[src/rtl/alu_mul_seq_if.sv]
// alu_mul_seq_if: connection between the multiply sequencer and the shared
// 8-bit ALU / CPU control unit. It carries the ownership request/grant pair,
// the operand/opcode/enable drives and the ALU result bus and carry flag.
// The master side is the sequencer; the slave side is the ALU/control unit.

interface alu_mul_seq_if;
  logic       o_alu_req;
  logic       i_alu_gnt;
  logic [7:0] o_alu_a;
  logic [7:0] o_alu_b;
  logic [3:0] o_alu_op;
  logic       o_alu_cin;
  logic       o_alu_sel;
  logic       o_flag_sel;
  logic [7:0] i_alu_data;
  logic       i_alu_co;

  modport master (
    output o_alu_req, o_alu_a, o_alu_b, o_alu_op, o_alu_cin, o_alu_sel, o_flag_sel,
    input  i_alu_gnt, i_alu_data, i_alu_co
  );

  modport slave (
    input  o_alu_req, o_alu_a, o_alu_b, o_alu_op, o_alu_cin, o_alu_sel, o_flag_sel,
    output i_alu_gnt, i_alu_data, i_alu_co
  );
endinterface

[src/rtl/alu_mul_seq.sv]
// alu_mul_seq: unsigned 8x8 -> 16 shift-and-add multiplier that borrows the
// shared 8-bit ALU for each partial-product add. The ALU is requested only
// while an add is pending and released again before each shift, so the
// control unit can interleave its own work between iterations.
//
// Optional feature: define MUL_FAST_ZERO_EN to short-circuit a zero operand
// straight to completion without ever touching the ALU.

module alu_mul_seq (
  input  logic          i_clk,
  input  logic          i_rstn,
  input  logic          i_start,
  input  logic [7:0]    i_multiplicand,
  input  logic [7:0]    i_multiplier,
  output logic          o_busy,
  output logic          o_done,
  output logic [15:0]   o_product,
  alu_mul_seq_if.master alu
);

  localparam logic [1:0] ST_IDLE  = 2'd0;
  localparam logic [1:0] ST_ADD   = 2'd1;
  localparam logic [1:0] ST_SHIFT = 2'd2;
  localparam logic [1:0] ST_DONE  = 2'd3;

  localparam logic [3:0] ALU_OP_ADD  = 4'h5;
  localparam logic [3:0] ALU_OP_IDLE = 4'h0;

  logic [1:0] state_r;
  logic [1:0] state_nxt_s;
  logic [7:0] p_hi_r;
  logic [7:0] p_hi_nxt_s;
  logic [7:0] p_lo_r;
  logic [7:0] p_lo_nxt_s;
  logic [7:0] m_r;
  logic [7:0] m_nxt_s;
  logic [2:0] cnt_r;
  logic [2:0] cnt_nxt_s;
  logic       took_add_r;
  logic       took_add_nxt_s;
  logic       busy_r;
  logic       done_r;
  logic       req_r;
  logic       alu_owned_s;
  logic       shift_carry_s;

  // The ALU is actually ours only in ADD with the grant present.
  assign alu_owned_s = (state_r == ST_ADD) && alu.i_alu_gnt;

  // The carry flag belongs to this shift only if the preceding cycle was our add;
  // otherwise the flag holds stale data and a zero is shifted in.
  assign shift_carry_s = took_add_r & alu.i_alu_co;

  assign o_busy        = busy_r;
  assign o_done        = done_r;
  assign o_product     = {p_hi_r, p_lo_r};
  assign alu.o_alu_req = req_r;

  // Next-state and datapath update for the shift-and-add sequence.
  always_comb begin
    state_nxt_s    = state_r;
    p_hi_nxt_s     = p_hi_r;
    p_lo_nxt_s     = p_lo_r;
    m_nxt_s        = m_r;
    cnt_nxt_s      = cnt_r;
    took_add_nxt_s = took_add_r;
    case (state_r)
      ST_IDLE: begin
        if (i_start) begin
          m_nxt_s        = i_multiplicand;
          p_hi_nxt_s     = 8'h00;
          p_lo_nxt_s     = i_multiplier;
          cnt_nxt_s      = 3'd0;
          took_add_nxt_s = 1'b0;
`ifdef MUL_FAST_ZERO_EN
          if ((i_multiplicand == 8'h00) || (i_multiplier == 8'h00)) begin
            p_lo_nxt_s  = 8'h00;
            state_nxt_s = ST_DONE;
          end else if (i_multiplier[0]) begin
            state_nxt_s = ST_ADD;
          end else begin
            state_nxt_s = ST_SHIFT;
          end
`else
          if (i_multiplier[0]) begin
            state_nxt_s = ST_ADD;
          end else begin
            state_nxt_s = ST_SHIFT;
          end
`endif
        end else begin
          state_nxt_s = ST_IDLE;
        end
      end
      ST_ADD: begin
        if (alu_owned_s) begin
          p_hi_nxt_s     = alu.i_alu_data;
          took_add_nxt_s = 1'b1;
          state_nxt_s    = ST_SHIFT;
        end else begin
          state_nxt_s = ST_ADD;
        end
      end
      ST_SHIFT: begin
        // The 9-bit {carry, sum} of the previous add is folded in here.
        {p_hi_nxt_s, p_lo_nxt_s} = {shift_carry_s, p_hi_r, p_lo_r[7:1]};
        if (cnt_r == 3'd7) begin
          state_nxt_s = ST_DONE;
        end else begin
          cnt_nxt_s      = cnt_r + 3'd1;
          took_add_nxt_s = 1'b0;
          if (p_lo_nxt_s[0]) begin
            state_nxt_s = ST_ADD;
          end else begin
            state_nxt_s = ST_SHIFT;
          end
        end
      end
      ST_DONE: begin
        state_nxt_s = ST_IDLE;
      end
      default: begin
        state_nxt_s = ST_IDLE;
      end
    endcase
  end

  // ALU drives: active only while we own the ALU, idle values otherwise.
  always_comb begin
    alu.o_alu_cin = 1'b0;
    if (alu_owned_s) begin
      alu.o_alu_op   = ALU_OP_ADD;
      alu.o_alu_a    = p_hi_r;
      alu.o_alu_b    = m_r;
      alu.o_alu_sel  = 1'b1;
      alu.o_flag_sel = 1'b1;
    end else begin
      alu.o_alu_op   = ALU_OP_IDLE;
      alu.o_alu_a    = 8'h00;
      alu.o_alu_b    = 8'h00;
      alu.o_alu_sel  = 1'b0;
      alu.o_flag_sel = 1'b0;
    end
  end

  // State, datapath and registered status outputs (decoded from next state).
  always_ff @(posedge i_clk or negedge i_rstn) begin
    if (!i_rstn) begin
      state_r    <= ST_IDLE;
      p_hi_r     <= 8'h00;
      p_lo_r     <= 8'h00;
      m_r        <= 8'h00;
      cnt_r      <= 3'd0;
      took_add_r <= 1'b0;
      busy_r     <= 1'b0;
      done_r     <= 1'b0;
      req_r      <= 1'b0;
    end else begin
      state_r    <= state_nxt_s;
      p_hi_r     <= p_hi_nxt_s;
      p_lo_r     <= p_lo_nxt_s;
      m_r        <= m_nxt_s;
      cnt_r      <= cnt_nxt_s;
      took_add_r <= took_add_nxt_s;
      busy_r     <= (state_nxt_s == ST_ADD) || (state_nxt_s == ST_SHIFT);
      done_r     <= (state_nxt_s == ST_DONE);
      req_r      <= (state_nxt_s == ST_ADD);
    end
  end

endmodule

[src/flat_wrapper.sv]
// flat-port wrapper written by rule: the top's interface ports become plain ports
module alu_mul_seq_flat 
  (i_clk, i_rstn, i_start, i_multiplicand, i_multiplier, o_busy, o_done, o_product, alu_o_alu_req, alu_o_alu_a, alu_o_alu_b, alu_o_alu_op, alu_o_alu_cin, alu_o_alu_sel, alu_o_flag_sel, alu_i_alu_gnt, alu_i_alu_data, alu_i_alu_co);
  alu_mul_seq_if alu_i ();
  input  logic i_clk;
  input  logic i_rstn;
  input  logic i_start;
  input  logic [7:0] i_multiplicand;
  input  logic [7:0] i_multiplier;
  output logic o_busy;
  output logic o_done;
  output logic [15:0] o_product;
  output wire logic [$bits(alu_i.o_alu_req)-1:0] alu_o_alu_req;
  output wire logic [$bits(alu_i.o_alu_a)-1:0] alu_o_alu_a;
  output wire logic [$bits(alu_i.o_alu_b)-1:0] alu_o_alu_b;
  output wire logic [$bits(alu_i.o_alu_op)-1:0] alu_o_alu_op;
  output wire logic [$bits(alu_i.o_alu_cin)-1:0] alu_o_alu_cin;
  output wire logic [$bits(alu_i.o_alu_sel)-1:0] alu_o_alu_sel;
  output wire logic [$bits(alu_i.o_flag_sel)-1:0] alu_o_flag_sel;
  input wire logic [$bits(alu_i.i_alu_gnt)-1:0] alu_i_alu_gnt;
  input wire logic [$bits(alu_i.i_alu_data)-1:0] alu_i_alu_data;
  input wire logic [$bits(alu_i.i_alu_co)-1:0] alu_i_alu_co;
  assign alu_o_alu_req = alu_i.o_alu_req;
  assign alu_o_alu_a = alu_i.o_alu_a;
  assign alu_o_alu_b = alu_i.o_alu_b;
  assign alu_o_alu_op = alu_i.o_alu_op;
  assign alu_o_alu_cin = alu_i.o_alu_cin;
  assign alu_o_alu_sel = alu_i.o_alu_sel;
  assign alu_o_flag_sel = alu_i.o_flag_sel;
  assign alu_i.i_alu_gnt = alu_i_alu_gnt;
  assign alu_i.i_alu_data = alu_i_alu_data;
  assign alu_i.i_alu_co = alu_i_alu_co;
  alu_mul_seq u_core (.i_clk(i_clk), .i_rstn(i_rstn), .i_start(i_start), .i_multiplicand(i_multiplicand), .i_multiplier(i_multiplier), .o_busy(o_busy), .o_done(o_done), .o_product(o_product), .alu(alu_i));
endmodule
[config.mk]
export PLATFORM = sky130hd
export DESIGN_NAME = alu_mul_seq_flat
export DESIGN_NICKNAME = d
export VERILOG_FILES = /design/src/rtl/alu_mul_seq_if.sv /design/src/rtl/alu_mul_seq.sv /design/src/flat_wrapper.sv
export SDC_FILE = /design/constraint.sdc
export NUM_CORES = 1
export LEC_CHECK = 0
export CORE_MARGIN = 8
export CORE_UTILIZATION = 44
export DETAILED_ROUTE_END_ITERATION = 10
export PLACE_DENSITY = 0.92
export SKIP_LAST_GASP = 1
export SYNTH_ARGS = -nofsm -noshare
export SYNTH_HDL_FRONTEND = slang
export SYNTH_SLANG_ARGS = --single-unit
[constraint.sdc]
create_clock -name i_clk -period 2.1 [get_ports i_clk]
set_input_delay 0.21 -clock i_clk [delete_from_list [all_inputs] [get_ports i_clk]]
set_output_delay 0.21 -clock i_clk [all_outputs]
set_load 0.05 [all_outputs]
==> impl_metrics.py <==
metrics = {
    "finish": {
        "fin_area_mm2": 0.00285,
        "drive_gt1_frac": 0.274,
        "fin_nets": 271,
        "area.sequential_um2": 826,
        "area.growth.synth_to_final_pct": 55.5,
        "stdcell_count": 284,
        "num_antenna_cells": 0,
        "nFillCells": 301,
        "multi_input_area_um2": 907,
    },
    "critical_path": {
        "crit_top_cell": "ha_1",
        "worst_r2r_startpoint": "u_core.cnt_r[0]$_DFFE_PN0P_",
        "reg2reg_slack_ns": 0.19,
        "crit_start": "u_core.cnt_r[0]$_DFFE_PN0P_",
        "slowest_stage": "dfrtp_1",
        "cp-start-kind": "flop",
        "cp_max_fo": 4,
        "cpPeakStageDelay_ns": 0.40,
        "worstReg2RegEnd": "u_core.o_busy$_DFF_PN0_",
        "crit_path_end_kind": "flop",
        "reg2reg_depth": 7,
        "crit_type": "flop to flop",
        "worstPathCellList": "ha_1 -> ha_1 -> o21a_1 -> nor3_1 -> a21oi_1 -> ha_1 -> inv_1",
        "path_delay_family": "adder cells",
        "cp_num_buf_inv": 1,
        "cp.arrival_ns": 2.09,
        "worstPathRequired_ns": 2.28,
    },
    "floorplanning": {
        "dieWidth_um": 80.5,
        "dieHeight_um": 80.5,
        "initial_core_util": 0.458,
        "coreArea_mm2": 0.00400,
        "ioPinCount": 71,
        "rows": 23,
        "dieArea_mm2": 0.00648,
    },
    "global_route": {
        "grt_pass1_wl_mm": 7.66,
        "grt_use_total": 0.152,
        "antenna_found_initial": 0,
        "grt_start_max_net_pins": 34,
        "grt_pass1_vias": 1585,
        "overflow": 0,
    },
    "logic_synthesis": {
        "avgSynthCellArea_um2": 11.2,
        "synthArstFlopShare": 1.00,
        "ys_types": 30,
        "synth_area_mm2": 0.00183,
        "synth-seq-area-share": 0.451,
        "yosysWarnings": 0,
        "synth_edf_count": 0,
        "synth-main-ff-cell": "dfrtp_1",
        "ys_seq_elements": 33,
        "syn_inst": 164,
    },
    "place": {
        "pre_cts_ws_ns": 0.210,
        "io_buffers": 67,
        "postPlaceCellArea_mm2": 0.00275,
        "hpwlAfterDp_mm": 3.66,
        "placed_cells": 276,
        "gp_congestion": 0.816,
    },
    "clock_tree": {
        "cts_hold_buf": 0,
        "cts_tree": "built",
        "cts_setup_buffers": 0,
        "insertion_delay_ns": 0.29,
        "cts_sinks": 33,
        "cts_buffers": 5,
        "cts_resized": 0,
        "clock_path_buffers": 2,
        "clkTransAtPathRegs_ns": 0.07,
        "clockRootBuffer": "clkbuf_8",
        "htree_levels": 2,
    },
    "timing": {
        "max_freq_mhz": 525,
        "min_period_ns": 1.91,
        "slew_headroom": 0.506,
        "finalHoldViolCount": 33,
        "layout_setup_ws_ns": 0.194,
        "rsz0062_at_grt": "no",
        "finClkSkew_ns": 0.00832,
        "maxSlewViolCount": 0,
        "period_share": 0.908,
        "worstMarginPinSlew_ns": 0.741,
        "whs_ns": -0.0141,
        "finalSetupTns_ns": 0,
        "setup_viol": 0,
    },
    "route": {
        "via_per_inst": 5.27,
        "antenna_left": 0,
        "vias": 1498,
        "drt_pass1_iterations": 4,
        "first_iter_violations": 91,
        "wirelength_mm": 4.76,
        "drcViolationCount": 0,
        "wl_per_cell_um": 16.8,
    },
    "outcome": {
        "status": "finished with violations",
        "violations": "hold timing",
    },
    "job": {
        "maxCapViolCount": 0,
    },
    "power": {
        "power.leakage_uw": 0.00131,
        "ir_drop_mv": 0.611,
        "power.density_mw_per_mm2": 1510,
    },
    "min_path": {
        "hold_class": "input port to async pin",
    },
}
power by group:
part / internal, uW / switching [uW] / leakage (uW) / total (uW)
clock: 296 / 224 / 0.0000542 / 519
combinational: 1100 / 1560 / 0.000835 / 2650
sequential: 921 / 200 / 0.000421 / 1120
layout make-up:
type | instances | area share
Clock buffer | 7 | 0.0338
Multi-Input combinational cell | 114 | 0.319
Clock inverter | 1 | 0.00176
Timing Repair Buffer | 74 | 0.327
Inverter | 5 | 0.00659
Tap cell | 50 | 0.0220
Sequential cell | 33 | 0.290
worst max-delay path by stage:
stage,to,slack [ns],depth (start not counted)
after CTS,u_core.o_busy$_DFF_PN0_,0.19,7
final,u_core.o_busy$_DFF_PN0_,0.19,7
after floorplan,u_core.o_busy$_DFF_PN0_,0.10,9
after global placement,u_core.o_busy$_DFF_PN0_,0.28,7
after detailed placement,u_core.o_busy$_DFF_PN0_,0.21,7
after global routing,u_core.o_busy$_DFF_PN0_,0.07,7
stage by stage:
step           power (uW)  utilization
2_1_floorplan        2810            -
3_3_place_gp         3710        0.686
3_5_place_dp         3800        0.686
4_1_cts              4330        0.712
5_1_grt              4530        0.712
6_report             4290        0.712
flip-flops by register name, indices dropped and copies added (netlist names):
| register | count |
|---|---|
| u_core.took_add_r | 1 |
| u_core.state_r | 2 |
| u_core.m_r | 8 |
| u_core.p_lo_r | 8 |
| u_core.alu.o_alu_req | 1 |
| u_core.cnt_r | 3 |
| u_core.o_busy | 1 |
| u_core.o_done | 1 |
| u_core.p_hi_r | 8 |
cells in the mapped netlist, types with 2 or more instances:
cell	instances	area share
a21oi_1	3	0.0082
a22o_1	2	0.0096
a22oi_1	7	0.029
and2b_2	6	0.029
and3_1	16	0.055
buf_4	9	0.037
clkbuf_1	4	0.0082
dfrtp_1	33	0.45
ha_1	9	0.062
inv_1	5	0.010
mux2_2	17	0.10
mux2i_1	9	0.049
nand2_1	14	0.029
nand3_1	3	0.0082
nor3_1	2	0.0055
o21a_1	2	0.0082
o21ai_0	9	0.025
o31ai_1	2	0.0082
layer usage:
metal	vias to the layer above	wire, um	GRT usage
li1	705	-	-
met2	42	2440	0.262
met4	0	70	0.0600
met3	5	355	0.0491
met1	746	1890	0.168
met5	-	0	0
cells by family after synthesis:
group | count (synthesis) | synth area share
mux | 26 | 0.154
compound gates | 26 | 0.103
flops | 33 | 0.451
fa+ha+maj | 9 | 0.0615
simple gates | 50 | 0.171
buf+inv | 19 | 0.0581
other cells | 1 | 0.00205
layout by cell type (no fill, tap or decap), drive strengths merged:
master / Yosys / routed
buf: 10 / 28
clkinv: 0 / 1
and3: 16 / 16
dfrtp: 33 / 33
nor2b: 2 / 2
clkbuf: 4 / 7
o21ai: 9 / 9
or4b: 1 / 1
conb: 1 / 3
a22oi: 7 / 7
nand2: 14 / 14
nand3b: 1 / 1
mux2: 17 / 17
o31ai: 2 / 2
a2111oi: 1 / 1
a22o: 2 / 2
ha: 9 / 9
nand4: 1 / 1
nor3: 3 / 3
mux2i: 9 / 9
clkdlybuf4s50: 0 / 46
nand2b: 1 / 1
a21oi: 3 / 3
and2b: 7 / 7
and2: 1 / 1
inv: 5 / 5
nand3: 3 / 3
o21a: 2 / 2
(Power assumes the default switching activity.)
